--- src/rtl/dmem_arbiter.sv ---
// Data-memory arbiter: serialises CPU MEM-stage and debug-port accesses onto a
// single fixed-latency memory port, CPU first with a bounded debug-starvation limit.
module dmem_arbiter #(
   parameter int unsigned MEM_LAT    = 1,
   parameter int unsigned STARVE_MAX = 4
) (
   input  logic        clk_i,
   input  logic        rst_i,
   input  logic        cpu_req_i,
   input  logic        cpu_we_i,
   input  logic [31:0] cpu_addr_i,
   input  logic [31:0] cpu_wdata_i,
   output logic [31:0] cpu_rdata_o,
   output logic        cpu_done_o,
   output logic        stall_o,
   input  logic        dbg_req_i,
   input  logic        dbg_we_i,
   input  logic [31:0] dbg_addr_i,
   input  logic [31:0] dbg_wdata_i,
   output logic        dbg_gnt_o,
   output logic [31:0] dbg_rdata_o,
   output logic        dbg_valid_o,
   output logic        mem_en_o,
   output logic        mem_we_o,
   output logic [31:0] mem_addr_o,
   output logic [31:0] mem_wdata_o,
   input  logic [31:0] mem_rdata_i
);
   localparam int unsigned DW = 32;
   localparam int unsigned CW = 4;

   typedef enum logic [1:0] {S_IDLE, S_ISSUE, S_WAIT, S_RESP} state_e;
   typedef enum logic {OWN_CPU, OWN_DBG} owner_e;

   state_e          state_q, state_d;
   owner_e          owner_q, owner_d;
   logic [CW-1:0]   lat_q, lat_d;
   logic [CW-1:0]   starve_q, starve_d;
   logic            op_we_q, op_we_d;
   logic [DW-1:0]   addr_q, addr_d;
   logic [DW-1:0]   wdata_q, wdata_d;
   logic [DW-1:0]   cpu_rdata_q, cpu_rdata_d;
   logic [DW-1:0]   dbg_rdata_q, dbg_rdata_d;
   logic            mem_en_q, mem_en_d;
   logic            mem_we_q, mem_we_d;
   logic            cpu_done_q, cpu_done_d;
   logic            dbg_valid_q, dbg_valid_d;
   logic            dbg_gnt_q, dbg_gnt_d;
   logic            dbg_wins;

   // Next-state, grant and capture logic
   always_comb begin
      state_d     = state_q;
      owner_d     = owner_q;
      lat_d       = lat_q;
      starve_d    = starve_q;
      op_we_d     = op_we_q;
      addr_d      = addr_q;
      wdata_d     = wdata_q;
      cpu_rdata_d = cpu_rdata_q;
      dbg_rdata_d = dbg_rdata_q;
      mem_en_d    = 1'b0;
      mem_we_d    = 1'b0;
      cpu_done_d  = 1'b0;
      dbg_valid_d = 1'b0;
      dbg_gnt_d   = dbg_gnt_q;
      dbg_wins    = dbg_req_i && (!cpu_req_i || (starve_q == CW'(STARVE_MAX)));

      case (state_q)
         S_IDLE: begin
            if (cpu_req_i || dbg_req_i) begin
               state_d  = S_ISSUE;
               mem_en_d = 1'b1;
               if (dbg_wins) begin
                  owner_d   = OWN_DBG;
                  op_we_d   = dbg_we_i;
                  addr_d    = dbg_addr_i;
                  wdata_d   = dbg_wdata_i;
                  mem_we_d  = dbg_we_i;
                  starve_d  = '0;
                  dbg_gnt_d = 1'b1;
               end else begin
                  owner_d   = OWN_CPU;
                  op_we_d   = cpu_we_i;
                  addr_d    = cpu_addr_i;
                  wdata_d   = cpu_wdata_i;
                  mem_we_d  = cpu_we_i;
                  dbg_gnt_d = 1'b0;
                  // a CPU win with debug waiting implies starve_q < STARVE_MAX
                  if (dbg_req_i) starve_d = starve_q + CW'(1);
               end
            end
         end
         S_ISSUE: begin
            state_d = S_WAIT;
            lat_d   = CW'(MEM_LAT);
         end
         S_WAIT: begin
            if (lat_q == CW'(1)) begin
               state_d     = S_RESP;
               cpu_done_d  = (owner_q == OWN_CPU);
               dbg_valid_d = (owner_q == OWN_DBG);
               if (!op_we_q) begin
                  if (owner_q == OWN_CPU) cpu_rdata_d = mem_rdata_i;
                  else                    dbg_rdata_d = mem_rdata_i;
               end
            end else begin
               lat_d = lat_q - CW'(1);
            end
         end
         S_RESP: begin
            state_d   = S_IDLE;
            dbg_gnt_d = 1'b0;
         end
         default: state_d = S_IDLE;
      endcase
   end

   // State and output registers
   always_ff @(posedge clk_i) begin
      if (!rst_i) begin
         state_q     <= S_IDLE;
         owner_q     <= OWN_CPU;
         lat_q       <= '0;
         starve_q    <= '0;
         op_we_q     <= 1'b0;
         addr_q      <= '0;
         wdata_q     <= '0;
         cpu_rdata_q <= '0;
         dbg_rdata_q <= '0;
         mem_en_q    <= 1'b0;
         mem_we_q    <= 1'b0;
         cpu_done_q  <= 1'b0;
         dbg_valid_q <= 1'b0;
         dbg_gnt_q   <= 1'b0;
      end else begin
         state_q     <= state_d;
         owner_q     <= owner_d;
         lat_q       <= lat_d;
         starve_q    <= starve_d;
         op_we_q     <= op_we_d;
         addr_q      <= addr_d;
         wdata_q     <= wdata_d;
         cpu_rdata_q <= cpu_rdata_d;
         dbg_rdata_q <= dbg_rdata_d;
         mem_en_q    <= mem_en_d;
         mem_we_q    <= mem_we_d;
         cpu_done_q  <= cpu_done_d;
         dbg_valid_q <= dbg_valid_d;
         dbg_gnt_q   <= dbg_gnt_d;
      end
   end

   assign mem_en_o    = mem_en_q;
   assign mem_we_o    = mem_we_q;
   assign mem_addr_o  = addr_q;
   assign mem_wdata_o = wdata_q;
   assign cpu_rdata_o = cpu_rdata_q;
   assign cpu_done_o  = cpu_done_q;
   assign dbg_rdata_o = dbg_rdata_q;
   assign dbg_valid_o = dbg_valid_q;
   assign dbg_gnt_o   = dbg_gnt_q;
   // pipeline freeze must drop in the same cycle the done pulse appears
   assign stall_o     = cpu_req_i & ~cpu_done_q;

endmodule

--- config.mk ---
export PLATFORM = sky130hd
export DESIGN_NAME = dmem_arbiter
export DESIGN_NICKNAME = d
export VERILOG_FILES = /design/src/rtl/dmem_arbiter.sv
export SDC_FILE = /design/constraint.sdc
export NUM_CORES = 1
export LEC_CHECK = 0
export BUFFER_PORTS_ARGS = -buffer_cell sky130_fd_sc_hd__buf_4
export CAP_MARGIN = 20
export CORE_ASPECT_RATIO = 0.8
export CORE_MARGIN = 2
export CORE_UTILIZATION = 35
export DETAILED_ROUTE_END_ITERATION = 7
export PLACE_DENSITY = 0.59
export SLEW_MARGIN = 20
export SYNTH_ARGS = -nofsm -noshare
export SYNTH_HDL_FRONTEND = slang
export SYNTH_SLANG_ARGS = --single-unit
--- constraint.sdc ---
create_clock -name clk_i -period 1.99 [get_ports clk_i]
set_clock_uncertainty 0.1 [all_clocks]
set_input_delay 0.0995 -clock clk_i [delete_from_list [all_inputs] [get_ports clk_i]]
set_output_delay 0.0995 -clock clk_i [all_outputs]
set_load 0.01 [all_outputs]
==> flow_metrics.env <==
export IMPL_total_leakage_power_uw=0.004796
export IMPL_clock_latency_ps=420
export IMPL_synth_cells=719
export IMPL_hold_path_startpoint="cpu_req_i"
export IMPL_reg2reg_to="owner_q$_SDFFE_PN0P_"
export IMPL_p_clk_share_pct=32.8
export IMPL_synth_enable_flop_cells=0
export IMPL_finalCritPeriodShare_pct=94.94
export IMPL_grt_start_max_net_pins=99
export IMPL_row_count=43
export IMPL_synth_most_common_cell="nand2_1"
export IMPL_cts_root_buf="clkbuf_16"
export IMPL_synth_async_reset_ratio_pct=0
export IMPL_cp_num_cells=6
export IMPL_irDropWorstVdd_uv=550.2
export IMPL_antennaDiodeCount=0
export IMPL_met1_usage_pct=28.76
export IMPL_criticalPathCategory="flop to flop"
export IMPL_worst_path_largest_cell_delay_ps=550
export IMPL_crit_buf_inv=2
export IMPL_met3_usage_pct=5.672
export IMPL_slew_headroom_pct=72.78
export IMPL_vias=7073
export IMPL_ctsHtreeMaxLevel=4
export IMPL_crit_fanout=4
export IMPL_route_detailed_drc=0
export IMPL_io_buffers=299
export IMPL_cap_violations=0
export IMPL_end_kind="flop"
export IMPL_wl_um=23090
export IMPL_clkSlewWorstSetupHoldPaths_ps=60
export IMPL_p_seq_share_pct=36.1
export IMPL_dp_cells=1187
export IMPL_syn_to_final_growth_pct=75.21
export IMPL_rrSetupSlack_ps=100
export IMPL_grt_ovfl_total=0
export IMPL_crit_chain="inv_1 > ha_1 > and3b_1 > o211ai_1 > a21oi_1 > dlygate4sd3_1"
export IMPL_p_per_area_nw_per_um2=885.9
export IMPL_ys_seq_area_share_pct=46.20
export IMPL_final_max_slew_viol_count=0
export IMPL_rsz0062_at_grt="no"
export IMPL_p_comb_share_pct=31.1
export IMPL_hold_class="input pin to flop"
export IMPL_reg2regPathDepth=6
export IMPL_drt_vias_per_instance=5.111
export IMPL_drive_above_1_share_pct=30.89
export IMPL_syn_cell_area_um2=6284
export IMPL_grt_pass1_wl_um=35740
export IMPL_internal_power_uw=6600
export IMPL_finalSetupViolations=0
export IMPL_fin_crit_ps=1889
export IMPL_post_synth_top_area_fraction_pct=46.20
export IMPL_drtPass1Iterations=5
export IMPL_grt_util_all_layers_pct=23.37
export IMPL_die_width_um=153.8
export IMPL_clock_sinks=145
export IMPL_cp_slowest_cell="dlygate4sd3_1"
export IMPL_hold_violations=0
export IMPL_regToRegStartpoint="starve_q[1]$_SDFFE_PN0P_"
export IMPL_ys_top_cells_by_area="dfxtp_1, mux2i_1, nand2_1, o211ai_1, nand4_1"
export IMPL_power_switching_uw=3152
export IMPL_initial_core_util_pct=35.94
export IMPL_nets=1320
export IMPL_crit_family="buffers and inverters"
export IMPL_cts_made_buffers=17
export IMPL_swShare_pct=32.32
export IMPL_drtIter0Drc=404
export IMPL_syn_nets=893
export IMPL_hold_path_end="starve_q[0]$_SDFFE_PN0P_"
export IMPL_synth_seq_cells=145
export IMPL_io_pins=300
export IMPL_worst_pin_slew_ps=408.3
export IMPL_yosysTopAreaCell="dfxtp_1"
export IMPL_design_core_area_um2=17490
export IMPL_die_area_um2=19050
export IMPL_die_h_um=123.8
export IMPL_cts_tree="done"
export IMPL_layout_cells_non_filler=1384
export IMPL_busiest_layer="met2"
export IMPL_max_freq_ghz=0.5293
export IMPL_tns_ps=0
export IMPL_yosysUniqueCellTypes=38
export IMPL_wl_per_cell_um=16.68
export IMPL_cts_setup_buffers=0
export IMPL_place_congestion=0.7617
export IMPL_grtUsageMet2_pct=39.39
export IMPL_start_kind="flop"
export IMPL_grt_pass1_vias=7018
export IMPL_netlist_top_cells_count="nand2_1, dfxtp_1, nand3_1"
export IMPL_status="completed"
export IMPL_crit_required_ps=2190
export IMPL_synth_ff_type="dfxtp_1"
export IMPL_cts_buffer_depth=2
export IMPL_ant_nets=0
export IMPL_synth_area_per_cell_um2=8.739
export IMPL_worstPathArrival_ps=2090
export IMPL_synth_yosys_warnings=0
export IMPL_min_path_cells=4
export IMPL_antenna_found_initial=0
export IMPL_dp_hpwl_um=13950
==> through the flow <==
step | power, uW | cell area, um^2 | setup WS, ps | util, % | hold slack, ps
after global routing | 10230 | 11010 | 52.93 | 62.96 | 195.3
after detailed placement | 6285 | 8762 | 193.4 | 50.11 | 278.1
after CTS | 9780 | 11010 | 56.80 | 62.94 | 163.1
final | 9753 | 11010 | 100.7 | 62.96 | 172.5
after global placement | 6287 | 8762 | 222.8 | 50.11 | 273.7
after floorplan | 4962 | 6284 | 297.4 | - | 154.7
==> sequential cells by signal (all words and copies together) (netlist names) <==
register	flops
cpu_done_o	1
cpu_rdata_o	32
dbg_gnt_o	1
dbg_rdata_o	32
dbg_valid_o	1
lat_q	4
mem_addr_o	32
mem_en_o	1
mem_wdata_o	32
mem_we_o	1
op_we_q	1
owner_q	1
starve_q	4
state_q	2
==> logic make-up (layout without fill, tap and decap cells) <==
kind of cell / after synthesis / after routing / share of synthesized area [%]
adder cells (fa/ha/maj): 8 / 8 / 1.593
AO/OA/AOI/OAI: 84 / 84 / 10.08
buffers and inverters: 81 / 521 / 6.133
flip-flops: 145 / 145 / 46.20
AND/OR/NAND/NOR: 334 / 334 / 25.33
multiplexers: 67 / 67 / 10.67
==> tightest hold or removal path: cells and delay by family <==
| family | cells | cell delay, ps |
|---|---|---|
| AOI/OAI and AO/OA | 1 | 60 |
| buffers and inverters | 2 | 360 |
| and+or+nand+nor | 1 | 130 |
==> power groups by stage <==
stage | clock network [uW] | registers (uW) | logic, uW
final | 3200 | 3520 | 3030
after detailed placement | 0 | 3580 | 2710
after global routing | 3390 | 3570 | 3270
after global placement | 0 | 3570 | 2720
after floorplan | 0 | 3700 | 1260
after CTS | 3280 | 3520 | 2980
==> placed cells by master, fill, tap and decap left out, types with 7 or more instances in the layout <==
cell           instances
nand3_1               73
dlygate4sd3_1        165
clkbuf_16             17
inv_6                  7
nand2_1              170
nand4_1               68
o211ai_1              68
inv_1                  8
buf_12                12
ha_1                   7
buf_4                304
dfxtp_1              144
mux2i_1               67
==> repair_timing <==
item / in CTS / in global routing
endpoints found under the setup margin: 0 / 1
resized for setup: 0 / 2
hold buffers: 165 / 0
hold endpoints to repair: 131 / 0
==> worst max path at each step <==
stage / slack (ps) / to / from
2_1_floorplan: 300 / mem_wdata_o[17]$_SDFFE_PN0P_ / state_q[0]$_SDFFE_PN0P_
3_3_place_gp: 220 / mem_wdata_o[9]$_SDFFE_PN0P_ / starve_q[0]$_SDFFE_PN0P_
3_5_place_dp: 190 / starve_q[3]$_SDFFE_PN0P_ / state_q[0]$_SDFFE_PN0P_
4_1_cts: 60 / owner_q$_SDFFE_PN0P_ / state_q[0]$_SDFFE_PN0P_
5_1_grt: 50 / owner_q$_SDFFE_PN0P_ / starve_q[1]$_SDFFE_PN0P_
6_report: 100 / owner_q$_SDFFE_PN0P_ / starve_q[1]$_SDFFE_PN0P_
==> layout make-up <==
cell class,count,area (um^2)
Timing Repair Buffer,481,4174
Multi-Input combinational cell,493,3028
Clock inverter,13,138.9
Sequential cell,145,2904
Tap cell,225,281.5
Inverter,8,30.03
Fill cell,1435,6476
Clock buffer,19,452.9
==> routing by layer <==
| metal | vias to the layer above | share of wire (%) |
|---|---|---|
| li1 | 3430 | - |
| met1 | 3291 | 43 |
| met2 | 306 | 47 |
| met3 | 46 | 6.4 |
| met4 | 0 | 2.8 |
| met5 | - | 0 |
(Power assumes the default switching activity.)
